===== src/rtl/frame_buf_rd_arbiter.sv =====
`default_nettype none
// ============================================================================
// Module   : frame_buf_rd_arbiter
// Brief    : Shares one frame-buffer burst-read port between the VGA refill
//            path (urgent priority) and the AI frame reader (round-robin).
// Revision : 1.0 - initial release
// ============================================================================
module frame_buf_rd_arbiter #(
  parameter int ADDR_W    = 22,
  parameter int DATA_W    = 16,
  parameter int BURST_LEN = 8,
  parameter int CNT_W     = 4
) (
  input  logic              clk_out,
  input  logic              rst_n,
  input  logic              vga_req,
  input  logic              vga_urgent,
  input  logic [ADDR_W-1:0] vga_addr,
  output logic              vga_gnt,
  output logic              vga_rd_valid,
  output logic [DATA_W-1:0] vga_rd_data,
  input  logic              ai_req,
  input  logic [ADDR_W-1:0] ai_addr,
  output logic              ai_gnt,
  output logic              ai_rd_valid,
  output logic [DATA_W-1:0] ai_rd_data,
  output logic              mem_cmd_valid,
  input  logic              mem_cmd_ready,
  output logic [ADDR_W-1:0] mem_cmd_addr,
  input  logic              mem_rd_valid,
  input  logic [DATA_W-1:0] mem_rd_data,
  output logic              busy,
  output logic              owner,
  output logic              err_stray
);

  typedef enum logic [1:0] {
    S_IDLE = 2'd0,
    S_CMD  = 2'd1,
    S_DATA = 2'd2
  } state_t;

  localparam logic [CNT_W-1:0] c_LAST = CNT_W'(BURST_LEN - 1);

  state_t              r_state,    w_state_nxt;
  logic [CNT_W-1:0]    r_cnt,      w_cnt_nxt;
  logic                r_rr,       w_rr_nxt;
  logic                r_owner,    w_owner_nxt;
  logic [ADDR_W-1:0]   r_cmd_addr, w_cmd_addr_nxt;
  logic                r_vga_gnt,  w_vga_gnt_nxt;
  logic                r_ai_gnt,   w_ai_gnt_nxt;
  logic                r_err_stray, w_err_stray_nxt;
  logic                w_sel_ai;
  logic                w_in_data;

  // r_rr: 0 means VGA is preferred on a non-urgent tie, 1 means AI.
  always_ff @(posedge clk_out or negedge rst_n) begin
    if (!rst_n) begin
      r_state     <= S_IDLE;
      r_cnt       <= '0;
      r_rr        <= 1'b0;
      r_owner     <= 1'b0;
      r_cmd_addr  <= '0;
      r_vga_gnt   <= 1'b0;
      r_ai_gnt    <= 1'b0;
      r_err_stray <= 1'b0;
    end else begin
      r_state     <= w_state_nxt;
      r_cnt       <= w_cnt_nxt;
      r_rr        <= w_rr_nxt;
      r_owner     <= w_owner_nxt;
      r_cmd_addr  <= w_cmd_addr_nxt;
      r_vga_gnt   <= w_vga_gnt_nxt;
      r_ai_gnt    <= w_ai_gnt_nxt;
      r_err_stray <= w_err_stray_nxt;
    end
  end

  always_comb begin
    w_state_nxt     = r_state;
    w_cnt_nxt       = r_cnt;
    w_rr_nxt        = r_rr;
    w_owner_nxt     = r_owner;
    w_cmd_addr_nxt  = r_cmd_addr;
    w_vga_gnt_nxt   = 1'b0;
    w_ai_gnt_nxt    = 1'b0;
    w_err_stray_nxt = r_err_stray | (mem_rd_valid && (r_state != S_DATA));
    w_sel_ai        = ai_req && !(vga_req && (vga_urgent || !r_rr));

    case (r_state)
      S_IDLE: begin
        if (vga_req || ai_req) begin
          w_owner_nxt    = w_sel_ai;
          w_cmd_addr_nxt = w_sel_ai ? ai_addr : vga_addr;
          w_vga_gnt_nxt  = !w_sel_ai;
          w_ai_gnt_nxt   = w_sel_ai;
          w_state_nxt    = S_CMD;
        end
      end
      S_CMD: begin
        if (mem_cmd_ready) begin
          w_cnt_nxt   = '0;
          w_state_nxt = S_DATA;
        end
      end
      S_DATA: begin
        if (mem_rd_valid) begin
          w_cnt_nxt = r_cnt + CNT_W'(1);
          if (r_cnt == c_LAST) begin
            w_rr_nxt    = !r_owner;
            w_state_nxt = S_IDLE;
          end
        end
      end
      default: w_state_nxt = S_IDLE;
    endcase
  end

  assign w_in_data     = (r_state == S_DATA);
  assign mem_cmd_valid = (r_state == S_CMD);
  assign mem_cmd_addr  = r_cmd_addr;
  assign busy          = (r_state != S_IDLE);
  assign owner         = r_owner;
  assign err_stray     = r_err_stray;
  assign vga_gnt       = r_vga_gnt;
  assign ai_gnt        = r_ai_gnt;

  // Return beats are steered only while a burst is in flight.
  assign vga_rd_valid  = w_in_data && !r_owner && mem_rd_valid;
  assign ai_rd_valid   = w_in_data &&  r_owner && mem_rd_valid;
  assign vga_rd_data   = (w_in_data && !r_owner) ? mem_rd_data : '0;
  assign ai_rd_data    = (w_in_data &&  r_owner) ? mem_rd_data : '0;

endmodule
`default_nettype wire


===== config.mk =====
export PLATFORM = sky130hd
export DESIGN_NAME = frame_buf_rd_arbiter
export DESIGN_NICKNAME = d
export VERILOG_FILES = /design/src/rtl/frame_buf_rd_arbiter.sv
export SDC_FILE = /design/constraint.sdc
export NUM_CORES = 1
export LEC_CHECK = 0
export CORE_MARGIN = 4
export CORE_UTILIZATION = 45
export DETAILED_ROUTE_END_ITERATION = 8
export DONT_BUFFER_PORTS = 1
export SKIP_LAST_GASP = 1
export SLEW_MARGIN = 15
export SYNTH_ARGS = -nofsm -noshare
export SYNTH_HDL_FRONTEND = slang
export SYNTH_SLANG_ARGS = --single-unit

===== constraint.sdc =====
create_clock -name clk_out -period 2.1 [get_ports clk_out]
set_input_delay 0.525 -clock clk_out [delete_from_list [all_inputs] [get_ports clk_out]]
set_output_delay 0.525 -clock clk_out [all_outputs]
set_load 0.01 [all_outputs]

==> out/metrics.csv <==
stage,metric,value,unit
logic_synthesis,Mapped Area,2063,sq um
sta,RSZ-0062 raised after global routing,false,
cts,CTS Buf Count,5,
sta,Final Hold Vio Count,0,
power,net switching power,1.254,mW
sta,Period minus WS final,1.981,ns
setup_path,Crit. End Element,output pin,
setup_path,worst path required time,1.57,ns
grt,GRT Total Usage,0.2049,
setup_path,kind of critical path,reg2out,
logic_synthesis,Synth top area share,0.4002,
logic_synthesis,post-synthesis async set-or-reset flop share,1.000,
sta,Final Setup Violations,0,
cts,CTS max path bufs,2,
logic_synthesis,synthesized net count,291,
power,Pwr Density,1275,nW/um^2
cells_and_area,FILL cells,412,
power,Comb pwr share,0.371,
setup_path,CP startpoint kind,flop,
detailed_routing,ANT nets after route,0,
cells_and_area,layout cell share with drive strength beyond 1,0.1100,
setup_path,CP max FO,8,
power,Sw Ratio,0.4569,
grt,largest net degree at the start of global routing,44,
logic_synthesis,"top cells by area, synth","dfrtp_1 40%, o2111ai_1 18%, o21ai_0 5.8%, and3_1 5.2%, nand3_1 5.1%",
cts,Sink Count,33,
grt,total gr overflow,0,
detailed_routing,1st-iter DRT viols,176,
logic_synthesis,count of cell types in the netlist,35,
sta,setup ws final,0.1187,ns
power,Clk pwr share,0.166,
detailed_routing,DRT Pass-1 Iters,4,
logic_synthesis,Ys Warns,0,
cts,clock latency at the later pin of the worst-skew pair,0.28,ns
floorplan,DIE HEIGHT,75.71,microns
status,outcome,completed,
power,leakage,0.8840,nW
cts,CTS H-tree lvls,2,
logic_synthesis,Post-synth EDFFs,0,
placed_design,routability cong.,0.7168,
cts,CTS tree,done,
power,worst vdd ir,668.3,uV
cells_and_area,P&R area growth vs syn,4.367,%
power,sequential share of power,0.463,
logic_synthesis,ys flop type,dfrtp_1,
sta,Final Max Tran Viols,0,
floorplan,die area,5732,sq um
sta,Slew headroom,0.4989,
detailed_routing,Routed WL,6.128,mm
detailed_routing,Vias/cell,7.161,
sta,post-route clock skew,0.006380,ns
grt,first-pass GRT wire length,9.004,mm
placed_design,HPWL Detailed,4.182,mm
cts,postcts setup bufs,0,
logic_synthesis,sequential share of the synthesized area,0.4002,
detailed_routing,via count,1869,
placed_design,Port Buffers,0,
grt,initial antenna violation count,0,
cells_and_area,"commonest cells after routing, fill and taps aside","42 x o2111ai_1, 31 x dfrtp_1, 24 x o21ai_0",
cts,clock root buffer,clkbuf_8,
grt,vias in the first global route,1770,
logic_synthesis,Synth Instances,223,
placed_design,pre-CTS WS,0.3180,ns
floorplan,chip width,75.71,microns
logic_synthesis,register bit total from synthesis,33,
floorplan,Top Ports,129,
logic_synthesis,Mean Syn Cell Area,9.252,sq um
cells_and_area,antenna cells,0,
detailed_routing,DR WL/cell,23.48,microns
floorplan,std cell rows,24,
sta,Tcrit/Tclk final,0.9435,
cells_and_area,Final Util,0.4912,
sta,hold_ws,0.07335,ns
setup_path,crit path DAT,1.46,ns
cells_and_area,nets,276,
run,Max Cap Viol,0,
power,internal cell power,1.491,mW
detailed_routing,# DRC,0,
sta,setup tns final,0,ns
sta,f_max,504.7,MHz
sta,Tightest Pin Transition,0.7508,ns
cells_and_area,"most common cell after layout, fill and taps aside",o2111ai_1,
floorplan,Placeable Area,4384,sq um
floorplan,Initial Utilization,0.4706,
cts,clock-pin slew on the worst setup and hold paths,0.07,ns
worst_hold_path,HP Class,in2async,
logic_synthesis,Yosys top cell by area,dfrtp_1,
-- repair_timing --
item	4_1_cts	5_1_grt
gates resized for setup	0	4
hold buffers	1	0
endpoints found under the hold margin	33	0
setup endpoints to repair	0	33
-- power by group through the flow --
stage	clock network, mW	logic [mW]	registers [mW]
detailed placement	0	0.967	1.27
global route	0.500	1.16	1.32
finish	0.455	1.02	1.27
CTS	0.467	0.991	1.26
global placement	0	0.931	1.25
floorplan	0	0.915	1.16
-- cell usage after synthesis (2+ instances only) --
| cell | instances |
|---|---|
| a21o_1 | 2 |
| a21oi_1 | 7 |
| and2_1 | 16 |
| and3_1 | 17 |
| buf_2 | 7 |
| buf_6 | 2 |
| clkbuf_1 | 20 |
| dfrtp_1 | 33 |
| inv_1 | 3 |
| nand2b_1 | 2 |
| nand3_1 | 21 |
| nor2_1 | 4 |
| nor2_4 | 2 |
| o2111ai_1 | 42 |
| o21ai_0 | 24 |
| o31ai_1 | 2 |
-- worst paths after layout --
path                               startpoint         endpoint  slack [ns]  depth (start not counted)
min in group clk_out            mem_cmd_ready       r_state[0]        0.32                          1
worst max register to register     r_state[1]  mem_cmd_addr[4]        0.60                          4
worst min-delay path                    rst_n  mem_cmd_addr[1]        0.07                          1
worst min register to register      err_stray        err_stray        0.54                          1
max in group asynchronous               rst_n       r_state[1]        1.84                          1
worst max-delay path               r_state[0]   vga_rd_data[9]        0.12                          3
-- metal layers --
layer | GRT usage | wire [microns] | vias to the layer above
met5 | 0 | 0 | -
met4 | 0.04854 | 97 | 0
met3 | 0.06332 | 547 | 15
met2 | 0.3346 | 3136 | 109
met1 | 0.2662 | 2345 | 901
li1 | - | - | 844
-- registers in the layout, summed over array words and instances (netlist names) --
| name | flops |
|---|---|
| r_state | 2 |
| ai_gnt | 1 |
| vga_gnt | 1 |
| mem_cmd_addr | 22 |
| owner | 1 |
| r_cnt | 4 |
| err_stray | 1 |
| r_rr | 1 |
-- final cells by class --
| cell class | count | area, sq um | share of cell area |
|---|---|---|---|
| inverter | 4 | 15.01 | 0.006973 |
| clock buffer | 8 | 80.08 | 0.03719 |
| sequential | 33 | 828.3 | 0.3847 |
| multi-input combinational | 159 | 1115 | 0.5177 |
| timing repair buffer | 5 | 50.05 | 0.02324 |
| tap | 52 | 65.06 | 0.03021 |
-- critical path: stages, from the launching register on --
cell	delay (ns)
dfrtp_2	0.49
nand2b_2	0.28
nor2_4	0.19
and2_1	0.22
-- through the flow --
stage          instance area, sq um  power (mW)  instances
5_1_grt                        2153       2.985        261
3_3_place_gp                   2026       2.185        250
4_1_cts                        2126       2.715        259
6_report                       2153       2.745        261
3_5_place_dp                   2026       2.236        250
2_1_floorplan                  2063       2.075        223
-- kinds of logic after synthesis --
group / count (synthesis) / synth area share
flops: 33 / 0.4002
compound gates: 85 / 0.3123
simple gates: 71 / 0.2098
fa+ha+maj: 1 / 0.006063
buf+inv: 33 / 0.07155
(Power assumes the default switching activity.)
